<file path="src/rtl/leitor_notas.sv">
// rtl/leitor_notas.sv - note sequencer: walks a song in note memory, holding each note for its tick duration
module leitor_notas #(
    parameter int IDX_W  = 6,
    parameter int NOTE_W = 6,
    parameter int DUR_W  = 4
) (
    input  logic                      clk,
    input  logic                      reset,
    input  logic [1:0]                select,
    input  logic                      start,
    input  logic                      tick,
    input  logic                      pause,
    output logic [IDX_W+1:0]          mem_addr,
    input  logic [NOTE_W+DUR_W-1:0]   mem_data,
    output logic [NOTE_W-1:0]         nota,
    output logic                      tocando,
    output logic                      fim
);

    typedef enum logic [2:0] {
        OCIOSO  = 3'd0,
        BUSCA   = 3'd1,
        CARREGA = 3'd2,
        TOCA    = 3'd3,
        FIM     = 3'd4
    } estado_t;

    localparam logic [IDX_W-1:0] IDX_LAST = '1;
    localparam logic [DUR_W-1:0] DUR_ONE  = DUR_W'(1);
    localparam logic [DUR_W-1:0] DUR_ZERO = '0;

    estado_t           estado;
    logic [1:0]        song_reg;
    logic [IDX_W-1:0]  idx;
    logic [DUR_W-1:0]  dur_cnt;
    logic [NOTE_W-1:0] note_f;
    logic [DUR_W-1:0]  dur_f;

    assign mem_addr = {song_reg, idx};
    assign note_f   = mem_data[NOTE_W+DUR_W-1:DUR_W];
    assign dur_f    = mem_data[DUR_W-1:0];

    always_ff @(posedge clk or negedge reset) begin
        if (!reset) begin
            estado   <= OCIOSO;
            song_reg <= '0;
            idx      <= '0;
            dur_cnt  <= '0;
            nota     <= '0;
            tocando  <= 1'b0;
            fim      <= 1'b0;
        end else if (start) begin
            // Restart wins over every in-flight transition, including a pending tick or end pulse.
            estado   <= BUSCA;
            song_reg <= select;
            idx      <= '0;
            dur_cnt  <= '0;
            nota     <= '0;
            tocando  <= 1'b0;
            fim      <= 1'b0;
        end else begin
            case (estado)
                OCIOSO: begin
                    tocando <= 1'b0;
                    fim     <= 1'b0;
                end
                BUSCA: begin
                    estado <= CARREGA;
                end
                CARREGA: begin
                    if (dur_f == DUR_ZERO) begin
                        estado <= FIM;
                        fim    <= 1'b1;
                    end else begin
                        nota    <= note_f;
                        dur_cnt <= dur_f;
                        tocando <= 1'b1;
                        estado  <= TOCA;
                    end
                end
                TOCA: begin
                    if (tick && !pause) begin
                        dur_cnt <= dur_cnt - DUR_ONE;
                        if (dur_cnt == DUR_ONE) begin
                            tocando <= 1'b0;
                            // The last word of the song slot ends playback instead of wrapping to word 0.
                            if (idx == IDX_LAST) begin
                                estado <= FIM;
                                fim    <= 1'b1;
                            end else begin
                                idx    <= idx + 1'b1;
                                estado <= BUSCA;
                            end
                        end
                    end
                end
                FIM: begin
                    fim     <= 1'b0;
                    nota    <= '0;
                    tocando <= 1'b0;
                    estado  <= OCIOSO;
                end
                default: begin
                    estado  <= OCIOSO;
                    tocando <= 1'b0;
                    fim     <= 1'b0;
                end
            endcase
        end
    end

endmodule

</file>
<file path="config.mk">
export PLATFORM = sky130hd
export DESIGN_NAME = leitor_notas
export DESIGN_NICKNAME = d
export VERILOG_FILES = /design/src/rtl/leitor_notas.sv
export SDC_FILE = /design/constraint.sdc
export NUM_CORES = 1
export LEC_CHECK = 0
export CAP_MARGIN = 10
export CORE_ASPECT_RATIO = 0.75
export CORE_MARGIN = 1
export CORE_UTILIZATION = 47
export CTS_CLUSTER_DIAMETER = 50
export CTS_CLUSTER_SIZE = 30
export DETAILED_ROUTE_END_ITERATION = 7
export HOLD_SLACK_MARGIN = 0.06
export PLACE_DENSITY = 0.78
export SYNTH_ARGS = -nofsm -noshare
export SYNTH_HDL_FRONTEND = slang
export SYNTH_SLANG_ARGS = --single-unit
</file>
<file path="constraint.sdc">
create_clock -name clk -period 1.6 [get_ports clk]
set_input_delay 0.24 -clock clk [delete_from_list [all_inputs] [get_ports clk]]
set_output_delay 0.24 -clock clk [all_outputs]
set_load 0.1 [all_outputs]
</file>
==> results of run 1 <==
where the power goes:
part	internal (mW)	switching, mW
registers	0.610	0.0346
logic	0.201	0.255
clock network	0.0977	0.171
total	0.909	0.461
worst max path at each step:
stage          slack, ns          to  cells after the start
3_3_place_gp       -0.20  dur_cnt[3]                      7
6_report           0.007      idx[5]                      7
2_1_floorplan       0.03      idx[1]                      5
4_1_cts            0.006      idx[5]                      6
5_1_grt            -0.08      idx[5]                      7
3_5_place_dp       -0.25  dur_cnt[3]                      7
worst max-delay path, delay by kind of cell (launching register included):
| family | cells | cell delay, ns |
|---|---|---|
| fa+ha+maj | 1 | 0.15 |
| buf+inv | 2 | 0.25 |
| flops | 1 | 0.43 |
| simple gates | 3 | 0.53 |
| compound gates | 1 | 0.09 |
logic make-up after synthesis:
kind of cell / share of synthesized area (%)
AND/OR/NAND/NOR: 22.16
AO/OA/AOI/OAI: 16.96
flip-flops: 46.99
multiplexers: 7.559
buffers and inverters: 2.554
adder cells (fa/ha/maj): 3.065
XOR/XNOR: 0.7151
repair_timing:
item / 4_1_cts / 5_1_grt
resized for setup: 4 / 4
setup endpoints to repair: 3 / 8
buffers inserted: 0 / 2
pin swaps: 0 / 3
per-layer routing:
metal / track usage [%] / up-vias
met4: 9.091 / 0
li1: - / 545
met5: 0 / -
met2: 38.46 / 46
met1: 32.40 / 554
met3: 5.899 / 7
placed cells by master (no fill, tap or decap), drive strengths merged, types with 2 or more instances in the layout:
cell / count
or2: 2
buf: 35
dfrtp: 23
a21oi: 9
nor2b: 3
and2: 2
clkbuf: 4
nand2b: 2
inv: 3
mux2i: 7
a211oi: 3
o22ai: 2
clkdlybuf4s50: 16
nor3: 5
mux2: 2
nor3b: 2
o2bb2ai: 2
ha: 3
nor2: 15
and3: 3
a31oi: 2
nand3: 2
o21ai: 3
nand2: 5
nor4: 2
layout make-up:
class,instances,area [µm²]
fillers,144,415.4
clock buffers,4,26.28
multi-input cells,90,676.9
inverters,3,11.26
repair buffers,51,623.1
well taps,34,42.54
flip-flops and latches,23,588.1
==> reports/qor.csv, run 1 <==
metric,value,unit
outcome,completed,
drt drc,0,
Async SR Flop Fraction,100.0,%
crit path launch type,register,
critical path type,reg -> reg,
prevailing post-synth register cell,dfrtp_1,
yosys warns,0,
row cnt,15,
"slowest stage cell, crit path",dfrtp_1,
biggest area consumer among synthesized cells,dfrtp_1,
synth cell count leaders,"23 x dfrtp_1, 15 x nor2_1, 9 x a21oi_1, 7 x mux2i_1",
DIE AREA,0.002817,mm²
worst hold slack,0.2495,ns
"EDFF count, synth",0,
syn_nets,140,
Highest Clock Rate,627.8,MHz
DPL Wire Length,2397,µm
DRT antenna net count,0,
area of placed instances,0.001887,mm²
DR vias/cell,5.620,
Post-Syn Instances,120,
setup tns final,0,ns
NumNets Final,192,
antenna violations before repair,0,
maxcap violations,0,
Worst Hold Class,in -> async,
DR pass1 iterations,4,
part of the cycle the worst path needs,99.56,%
max_slew headroom,75.96,%
post-synthesis sequential area ratio,46.99,%
total track usage,24.29,%
fin worst setup slack,0.007109,ns
Tot Pwr,1.369,mW
CP Launch Point,dur_cnt[1],
CTS tree,done,
Initial Utilization,51.39,%
Layout Cell Area excl Fill,0.001968,mm²
CTS buffer count,3,
highest metal used,met4,
"reg-to-reg slack, setup",0.007,ns
share of cells above drive strength 1,34.50,%
global-route wire length before repair,4830,µm
FF-to-FF End,idx[5],
crit-path cells,inv_2 -> ha_1 -> nand2b_1 -> nor4_4 -> buf_4 -> and3_4 -> a311oi_2,
Util after Layout,82.57,%
"count leader, synth",dfrtp_1,
top-area cell type share of the netlist area,46.99,%
Layout area overhead,60.67,%
clock sink count,23,
Worst VDD drop,0.5908,mV
required time of the critical path,1.79,ns
routed wl met2,1468,µm
vias in the first global route,1045,
Placement Setup Slack,-0.2537,ns
via count,1152,
GR Overflow Total,0,
Routed WL per cell,15.30,µm
Clock Pin Slew Worst Setup and Hold Paths,0.12,ns
Yosys cell types,40,
I/O pins,33,
CP endpoint kind,register,
Max stage delay on crit path,0.43,ns
synthesized area,0.001225,mm²
critical-path maximum fanout,6,
most area-consuming cells after synthesis,"dfrtp_1 47%, mux2i_1 5.7%, nor2_1 4.6%",
Core ar.,0.002384,mm²
later-pin clock latency in the skew report,0.32,ns
hold buffer count at cts,0,
Worst EP arrival,1.78,ns
final worst path period need,1.593,ns
leakage,0.8225,nW
Max clock buf depth,2,
worst r2r path cells,7,
Initial DRC Count,56,
Root Buffer Master,clkbuf_4,
PortBufs,32,
H-tree depth,1,
Max Slew Vio Count,0,
reg2reg start,dur_cnt[1],
DR WL met3,187,µm
Worst-Margin Slew,0.3584,ns
Finish-stage setup viols,0,
Syn Area/Cell,10.21,µm²
final non-filler cell total,205,
Worst Skew,0.009814,ns
Yosys reg bits,23,
width of the chip,60.95,µm
routed wire length,3136,µm
placed cells,199,
Fin. Hold Viols,0,
GPL Wtd Cong,0.8624,
biggest regs,"idx: 6 flops, nota: 6 flops, dur_cnt: 4 flops",
largest net degree at the start of global routing,24,
M1 WL,1419,µm
RSZ-0062 raised after global routing,yes,
PD cells,695.7,mW/mm²
Die Y,46.21,µm
diodes inserted,0,
(Power assumes the default switching activity.)
==> run 2, diff against run 1 <==
--- a/config.mk
+++ b/config.mk
@@ -14,6 +14,7 @@
 export DETAILED_ROUTE_END_ITERATION = 7
 export HOLD_SLACK_MARGIN = 0.06
 export PLACE_DENSITY = 0.78
+export SKIP_CTS_REPAIR_TIMING = 1
 export SYNTH_ARGS = -nofsm -noshare
 export SYNTH_HDL_FRONTEND = slang
 export SYNTH_SLANG_ARGS = --single-unit
==> reports/qor.csv, run 2 (synthesis results as in run 1) <==
metric,value,unit,change
outcome,finished with violations,,was completed
failing checks,negative setup slack,,
fillcell total,136,,was 144
row cnt,15,,unchanged
CP endpoint kind,register,,unchanged
Max Slew Vio Count,0,,unchanged
Placement Setup Slack,-0.2537,ns,unchanged
I/O pins,33,,unchanged
max_slew headroom,76.03,%,was 75.96%
final non-filler cell total,205,,unchanged
Initial Utilization,51.39,%,unchanged
reg2reg start,estado[1],,was dur_cnt[1]
DPL Wire Length,2397,µm,unchanged
Highest Clock Rate,613.5,MHz,was 627.8 MHz
DIE AREA,0.002817,mm²,unchanged
leakage,0.8247,nW,was 0.8225 nW
Worst-Margin Slew,0.3574,ns,was 0.3584 ns
Layout area overhead,63.13,%,was 60.67%
DR WL met3,177,µm,was 187 µm
global-route wire length before repair,4719,µm,was 4830 µm
antenna violations before repair,0,,unchanged
vias in the first global route,1031,,was 1045
final worst path period need,1.630,ns,was 1.593 ns
critical path type,reg -> reg,,unchanged
Max clock buf depth,2,,unchanged
GPL Wtd Cong,0.8624,,unchanged
Worst Hold Class,in -> async,,unchanged
"commonest non-fill, non-tap cells in the layout","19 x buf_4, 17 x dfrtp_1, 16 x clkdlybuf4s50_1, 16 x buf_12, 15 x nor2_1",,unchanged
RSZ-0062 raised after global routing,yes,,unchanged
Tot Pwr,1.390,mW,was 1.369 mW
setup tns final,-0.03010,ns,was 0 ns
maxcap violations,0,,unchanged
Die Y,46.21,µm,unchanged
worst hold slack,0.2488,ns,was 0.2495 ns
fin worst setup slack,-0.03010,ns,was 0.007109 ns
Initial DRC Count,38,,was 56
Fin. Hold Viols,0,,unchanged
later-pin clock latency in the skew report,0.32,ns,about the same
DR pass1 iterations,4,,unchanged
H-tree depth,1,,unchanged
Worst EP arrival,1.84,ns,was 1.78 ns
highest metal used,met4,,unchanged
CTS buffer count,3,,unchanged
crit path launch type,register,,unchanged
critical-path maximum fanout,6,,unchanged
CP Launch Point,estado[1],,was dur_cnt[1]
Finish-stage setup viols,1,,was 0
part of the cycle the worst path needs,101.9,%,was 99.56%
placed cells,199,,unchanged
routed wire length,3414,µm,was 3136 µm
PD cells,695.7,mW/mm²,about the same
Worst VDD drop,0.6139,mV,was 0.5908 mV
NumNets Final,192,,unchanged
"most common cell after layout, fill and taps aside",buf_4,,unchanged
width of the chip,60.95,µm,unchanged
Routed WL per cell,16.65,µm,was 15.30 µm
GR Overflow Total,0,,unchanged
required time of the critical path,1.81,ns,was 1.79 ns
PortBufs,32,,unchanged
largest net degree at the start of global routing,24,,unchanged
diodes inserted,0,,unchanged
drt drc,0,,unchanged
biggest regs,"idx: 6 flops, nota: 6 flops, dur_cnt: 4 flops",,unchanged
CTS tree,done,,unchanged
DR vias/cell,5.678,,was 5.620
M1 WL,1443,µm,was 1419 µm
total track usage,23.74,%,was 24.29%
DRT antenna net count,0,,unchanged
share of cells above drive strength 1,35.67,%,was 34.50%
via count,1164,,was 1152
routed wl met2,1713,µm,was 1468 µm
Root Buffer Master,clkbuf_4,,unchanged
Clock Pin Slew Worst Setup and Hold Paths,0.12,ns,about the same
Core ar.,0.002384,mm²,unchanged
Worst Skew,0.008337,ns,was 0.009814 ns
clock sink count,23,,unchanged
-- run 2: stage by stage --
step                      cell area (µm²)  utilization [%]
after global routing                 1998            83.83
after global placement               1887            79.16
after CTS                            1913            80.26
after detailed placement             1887            79.16
after floorplan                      1256                -
final                                1998            83.83
-- run 2: critical path, stage by stage (launching register included) --
cell	delay, ns
dfrtp_1	0.40
nor2b_1	0.26
nor3b_2	0.29
buf_4	0.22
mux2i_1	0.28
nor2_1	0.09
-- run 2: layer usage --
metal | track usage [%] | vias up
li1 | - | 542
met3 | 5.337 | 9
met5 | 0 | -
met1 | 32.05 | 570
met4 | 8.636 | 0
met2 | 37.58 | 43
-- run 2: worst paths after layout --
check                                   to  slack, ns  depth (start not counted)
worst min register to register  dur_cnt[1]       0.57                          1
worst max register to register     nota[3]      -0.03                          5
min in group clk                   nota[0]       0.52                          3
worst min-delay path                idx[1]       0.25                          2
max in group asynchronous           idx[3]       1.10                          2
worst max-delay path               nota[3]      -0.03                          5
-- run 2: final cells by class --
class                      count  area, µm²  share of cell area (%)
multi-input combinational     90      706.9                   35.38
sequential                    23      588.1                   29.43
timing repair buffer          51      623.1                   31.18
clock buffer                   4      26.28                   1.315
inverter                       3      11.26                  0.5636
tap                           34      42.54                   2.129
-- run 2: power by group --
part	switching, mW	total [mW]	internal [mW]
clock	0.172	0.270	0.0977
sequential	0.0377	0.648	0.610
combinational	0.262	0.472	0.211
==> RTL change 1, RTL diff (settings of run 1) <==
The 5 values of `estado_t` get a one-hot encoding in 5 bits.
--- a/src/rtl/leitor_notas.sv
+++ b/src/rtl/leitor_notas.sv
@@ -18,10 +18,10 @@
 );
 
-    typedef enum logic [2:0] {
-        OCIOSO  = 3'd0,
-        BUSCA   = 3'd1,
-        CARREGA = 3'd2,
-        TOCA    = 3'd3,
-        FIM     = 3'd4
+    typedef enum logic [4:0] {
+        OCIOSO  = 5'b00001,
+        BUSCA   = 5'b00010,
+        CARREGA = 5'b00100,
+        TOCA    = 5'b01000,
+        FIM     = 5'b10000
     } estado_t;
 
Formal check against the unedited RTL: no difference found for any inputs over 10 cycles, from zero or initial values and one cycle with reset low; not proved beyond that.
==> RTL change 1 against run 1 <==
  * The run now ends with negative setup slack left
  * Worst setup slack got worse by 0.10 ns
  * Power up 0.12%
  * Design area grew 19%
  * Synthesized cell count grew 15%
  * Utilization rose by 4.1 points
  * Wire length up 45%
  * Sequential cell count rose by 2
  * Clock power up 45%
  * Global-route usage is 4.3 points higher
  * Synthesized area increased by 14%
  * Critical path depth decreased by 2
  * Via count increased by 27%
  * Critical path type unchanged
  * Largest power group unchanged
==> RTL change 1: results (changes against run 1) <==
* Clock skew at 0.00372 ns (was 0.00981 ns)
* Violated checks: negative setup slack
* Synth top cells by count: dfrtp_1 (24), a21oi_1 (14), nand2_1 (10) (was dfrtp_1 (23), nor2_1 (15), a21oi_1 (9))
* Leakage Power at 0.965 nW (was 0.822 nW)
* Placed cells at 229 (was 199)
* Critical Path AT at 1.90 ns (was 1.78 ns)
* Outcome: finished, violations left (was finished clean)
* GR Layer Usage met2 at 0.464 (was 0.385)
* Met1 global-route usage at 0.407 (was 0.324)
* Max FO, Critical Path at 5 (was 6)
* Share of cells above drive strength 1 at 0.457 (was 0.345)
* Clock Root Buffer: clkbuf_8 (was clkbuf_4)
* Unique masters post-synth at 45 (was 40)
* Hold slack at 0.317 ns (was 0.250 ns)
* Final WS setup at -0.0951 ns (was 0.00711 ns)
* DP Wirelength at 3.09 mm (was 2.40 mm)
* Worst skew pair latency at 0.27 ns (was 0.32 ns)
* First-pass GRT wire length at 6.89 mm (was 4.83 mm)
* Vias in the first global route at 1,391 (was 1,045)
* Non-Filler Instances at 235 (was 205)
* Placed instance area at 0.00214 sq mm (was 0.00189 sq mm)
* Critical R2R Launch: dur_cnt[3] (was dur_cnt[1])
* GRT Util Overall at 0.285 (was 0.243)
* Register area share after synthesis at 0.451 (was 0.470)
* Clock transition at path regs at 0.09 ns (was 0.12 ns)
* Worst-margin pin slew at 0.436 ns (was 0.358 ns)
* Biggest regs: idx (6), nota (6), estado (5) (was idx (6), nota (6), dur_cnt (4))
* Drt initial violations at 176 (was 56)
* Setup TNS at -0.285 ns (was 0 ns)
* Routability Congestion at 0.940 (was 0.862)
* Final wirelength at 4.55 mm (was 3.14 mm)
* Nets at 220 (was 192)
* Final setup vio count at 4 (was 0)
* Fillers at 132 (was 144)
* Syn avg cell area at 10.1 sq um (was 10.2 sq um)
* Input/output buffers at 32 (unchanged)
* Pwr dens at 585 mW/mm^2 (was 696 mW/mm^2)
* Top cells by area, synth: dfrtp_1 (43%), a21oi_1 (5.0%), a22o_1 (3.8%) (was dfrtp_1 (47%), mux2i_1 (5.7%), nor2_1 (4.6%))
* VDD IR max at 0.647 mV (was 0.591 mV)
* R2R depth at 5 (was 7)
* Met3 usage at 0.0491 (was 0.0590)
* Dpl ws at -0.383 ns (was -0.254 ns)
RTL change 1: cell families after synthesis:
logic type,synth area share
mux,0.0234
simple gates,0.220
xor+xnor,0.00630
fa+ha+maj,0.0270
flops,0.451
compound gates,0.227
buf+inv,0.0459
RTL change 1: per-layer routing:
layer | wire, um | up-vias
met5 | 0 | -
met4 | 51 | 0
met3 | 393 | 8
met2 | 2260 | 93
met1 | 1840 | 711
li1 | - | 649
RTL change 1: final cells by class:
class                   instances  area share
multi-input cells             101       0.370
repair buffers                 63       0.306
flip-flops and latches         25       0.275
well taps                      36      0.0192
clock buffers                   3      0.0176
inverters                       6     0.00962
clock inverters                 1     0.00214
RTL change 1: worst max-delay path, stage by stage, from the launching register on:
cell and delay, ns:
dfrtp_1 0.43, nor4b_4 0.26, buf_4 0.18, o211ai_4 0.11, or4b_4 0.53, a21oi_2 0.13
RTL change 1: worst max-delay path by stage:
stage	end	from	cells past startpoint
floorplan	idx[4]	idx[1]	5
global placement	idx[2]	pause	5
detailed placement	idx[4]	pause	5
CTS	idx[3]	dur_cnt[3]	5
global route	idx[4]	dur_cnt[3]	6
finish	idx[5]	dur_cnt[3]	5
RTL change 1: timing repair:
action,4_1_cts,5_1_grt
setup endpoints to repair,8,16
pin swaps,4,7
resized for setup,12,19
setup buffers,2,0
RTL change 1: where the power goes:
group          total (W)  switching [W]  internal, W  leakage, nW
sequential      0.000673      0.0000238     0.000649        0.326
clock           0.000390       0.000215     0.000175       0.0255
combinational   0.000308       0.000170     0.000138        0.614
==> RTL change 2, RTL diff (flow settings as in run 1) <==
Without the edit above. `DUR_W`: 4 -> 6.
--- a/src/rtl/leitor_notas.sv
+++ b/src/rtl/leitor_notas.sv
@@ -3,5 +3,5 @@
     parameter int IDX_W  = 6,
     parameter int NOTE_W = 6,
-    parameter int DUR_W  = 4
+    parameter int DUR_W  = 6
 ) (
     input  logic                      clk,
Ports: changed (resized mem_data); port bits go from 33 to 35. The function was not compared with the original's and may differ.
==> RTL change 2 against run 1 <==
  * The run now ends with negative setup slack left
  * Count of clock-buffer cells in the layout down 1
  * Worst hold slack gained 0.086 ns
  * Worst setup slack got worse by 0.18 ns
  * Wire length grew 67%
  * Power grew 25%
  * Design area increased by 37%
  * Non-clock buffer count up 35
  * Sequential cell count is 2 higher
  * First-iteration DRC count increased by 91%
  * Cell count up 35%
  * Synthesized area grew 29%
  * Largest power group unchanged
==> RTL change 2: results (changes against run 1) <==
* Clock Root Buffer: clkbuf_8 (was clkbuf_4)
* DP Wirelength at 3.82 mm (was 2.40 mm)
* Leakage Power at 1.11 nW (was 0.822 nW)
* Unique masters post-synth at 52 (was 40)
* Final setup vio count at 9 (was 0)
* VDD IR max at 0.760 mV (was 0.591 mV)
* Hold slack at 0.335 ns (was 0.250 ns)
* Register area share after synthesis at 0.397 (was 0.470)
* Met3 usage at 0.0636 (was 0.0590)
* Violated checks: negative setup slack
* Nets at 261 (was 192)
* Share of cells above drive strength 1 at 0.500 (was 0.345)
* Largest net degree at the start of global routing at 26 (was 24)
* Placed instance area at 0.00248 sq mm (was 0.00189 sq mm)
* Top cells by area, synth: dfrtp_1 (40%), nand3b_1 (4.3%), o2bb2ai_1 (3.3%) (was dfrtp_1 (47%), mux2i_1 (5.7%), nor2_1 (4.6%))
* Clock transition at path regs at 0.09 ns (was 0.12 ns)
* Biggest regs: dur_cnt (6), idx (6), nota (6) (was idx (6), nota (6), dur_cnt (4))
* Worst skew pair latency at 0.27 ns (was 0.32 ns)
* Synth top cells by count: dfrtp_1 (25), inv_1 (10), nand3b_1 (9) (was dfrtp_1 (23), nor2_1 (15), a21oi_1 (9))
* Routability Congestion at 1.01 (was 0.862)
* Avg WL per Cell at 19.0 um (was 15.3 um)
* Final WS setup at -0.173 ns (was 0.00711 ns)
* Non-Filler Instances at 276 (was 205)
* Outcome: finished, violations left (was finished clean)
* Placed cells at 268 (was 199)
* Syn avg cell area at 10.1 sq um (was 10.2 sq um)
## RTL change 2: cell count changes after synthesis, moves of 4 or more
cell,run 1,this run
nand3b_1,0,9
o2bb2ai_1,2,6
nand3_1,2,8
nand4_1,0,4
nor2_1,15,4
mux2i_1,7,0
inv_1,3,10
## RTL change 2: final cells by class
cell class | count | area (sq um) | share of cell area
flip-flops and latches | 25 | 648 | 0.240
inverters | 10 | 40.0 | 0.0148
well taps | 38 | 47.5 | 0.0176
repair buffers | 86 | 898 | 0.332
multi-input cells | 113 | 1020 | 0.378
clock inverters | 1 | 7.51 | 0.00278
clock buffers | 3 | 41.3 | 0.0153
## RTL change 2: report_power, final
part,switching [W],total [W],leakage (nW),internal (W)
clock network,0.000210,0.000386,0.0217,0.000177
logic,0.000333,0.000621,0.768,0.000288
registers,0.0000370,0.000699,0.322,0.000662
total,0.000579,0.00171,1.11,0.00113
## RTL change 2: logic make-up after synthesis
logic type      after synthesis  synth area share
fa+ha+maj                     3            0.0238
compound gates               42             0.220
flops                        25             0.397
mux                           5            0.0357
simple gates                 63             0.268
buf+inv                      18            0.0556
## RTL change 2: timing repair
| action | 4_1_cts | 5_1_grt |
|---|---|---|
| pin swaps | 1 | 4 |
| setup buffers | 1 | 3 |
| endpoints found under the setup margin | 16 | 19 |
| hold endpoints to repair | 0 | 0 |
| gates resized for setup | 10 | 25 |
## RTL change 2: routing by layer
layer	vias up	share of wire
li1	768	-
met3	9	0.061
met4	0	0.014
met5	-	0
met2	82	0.48
met1	835	0.44
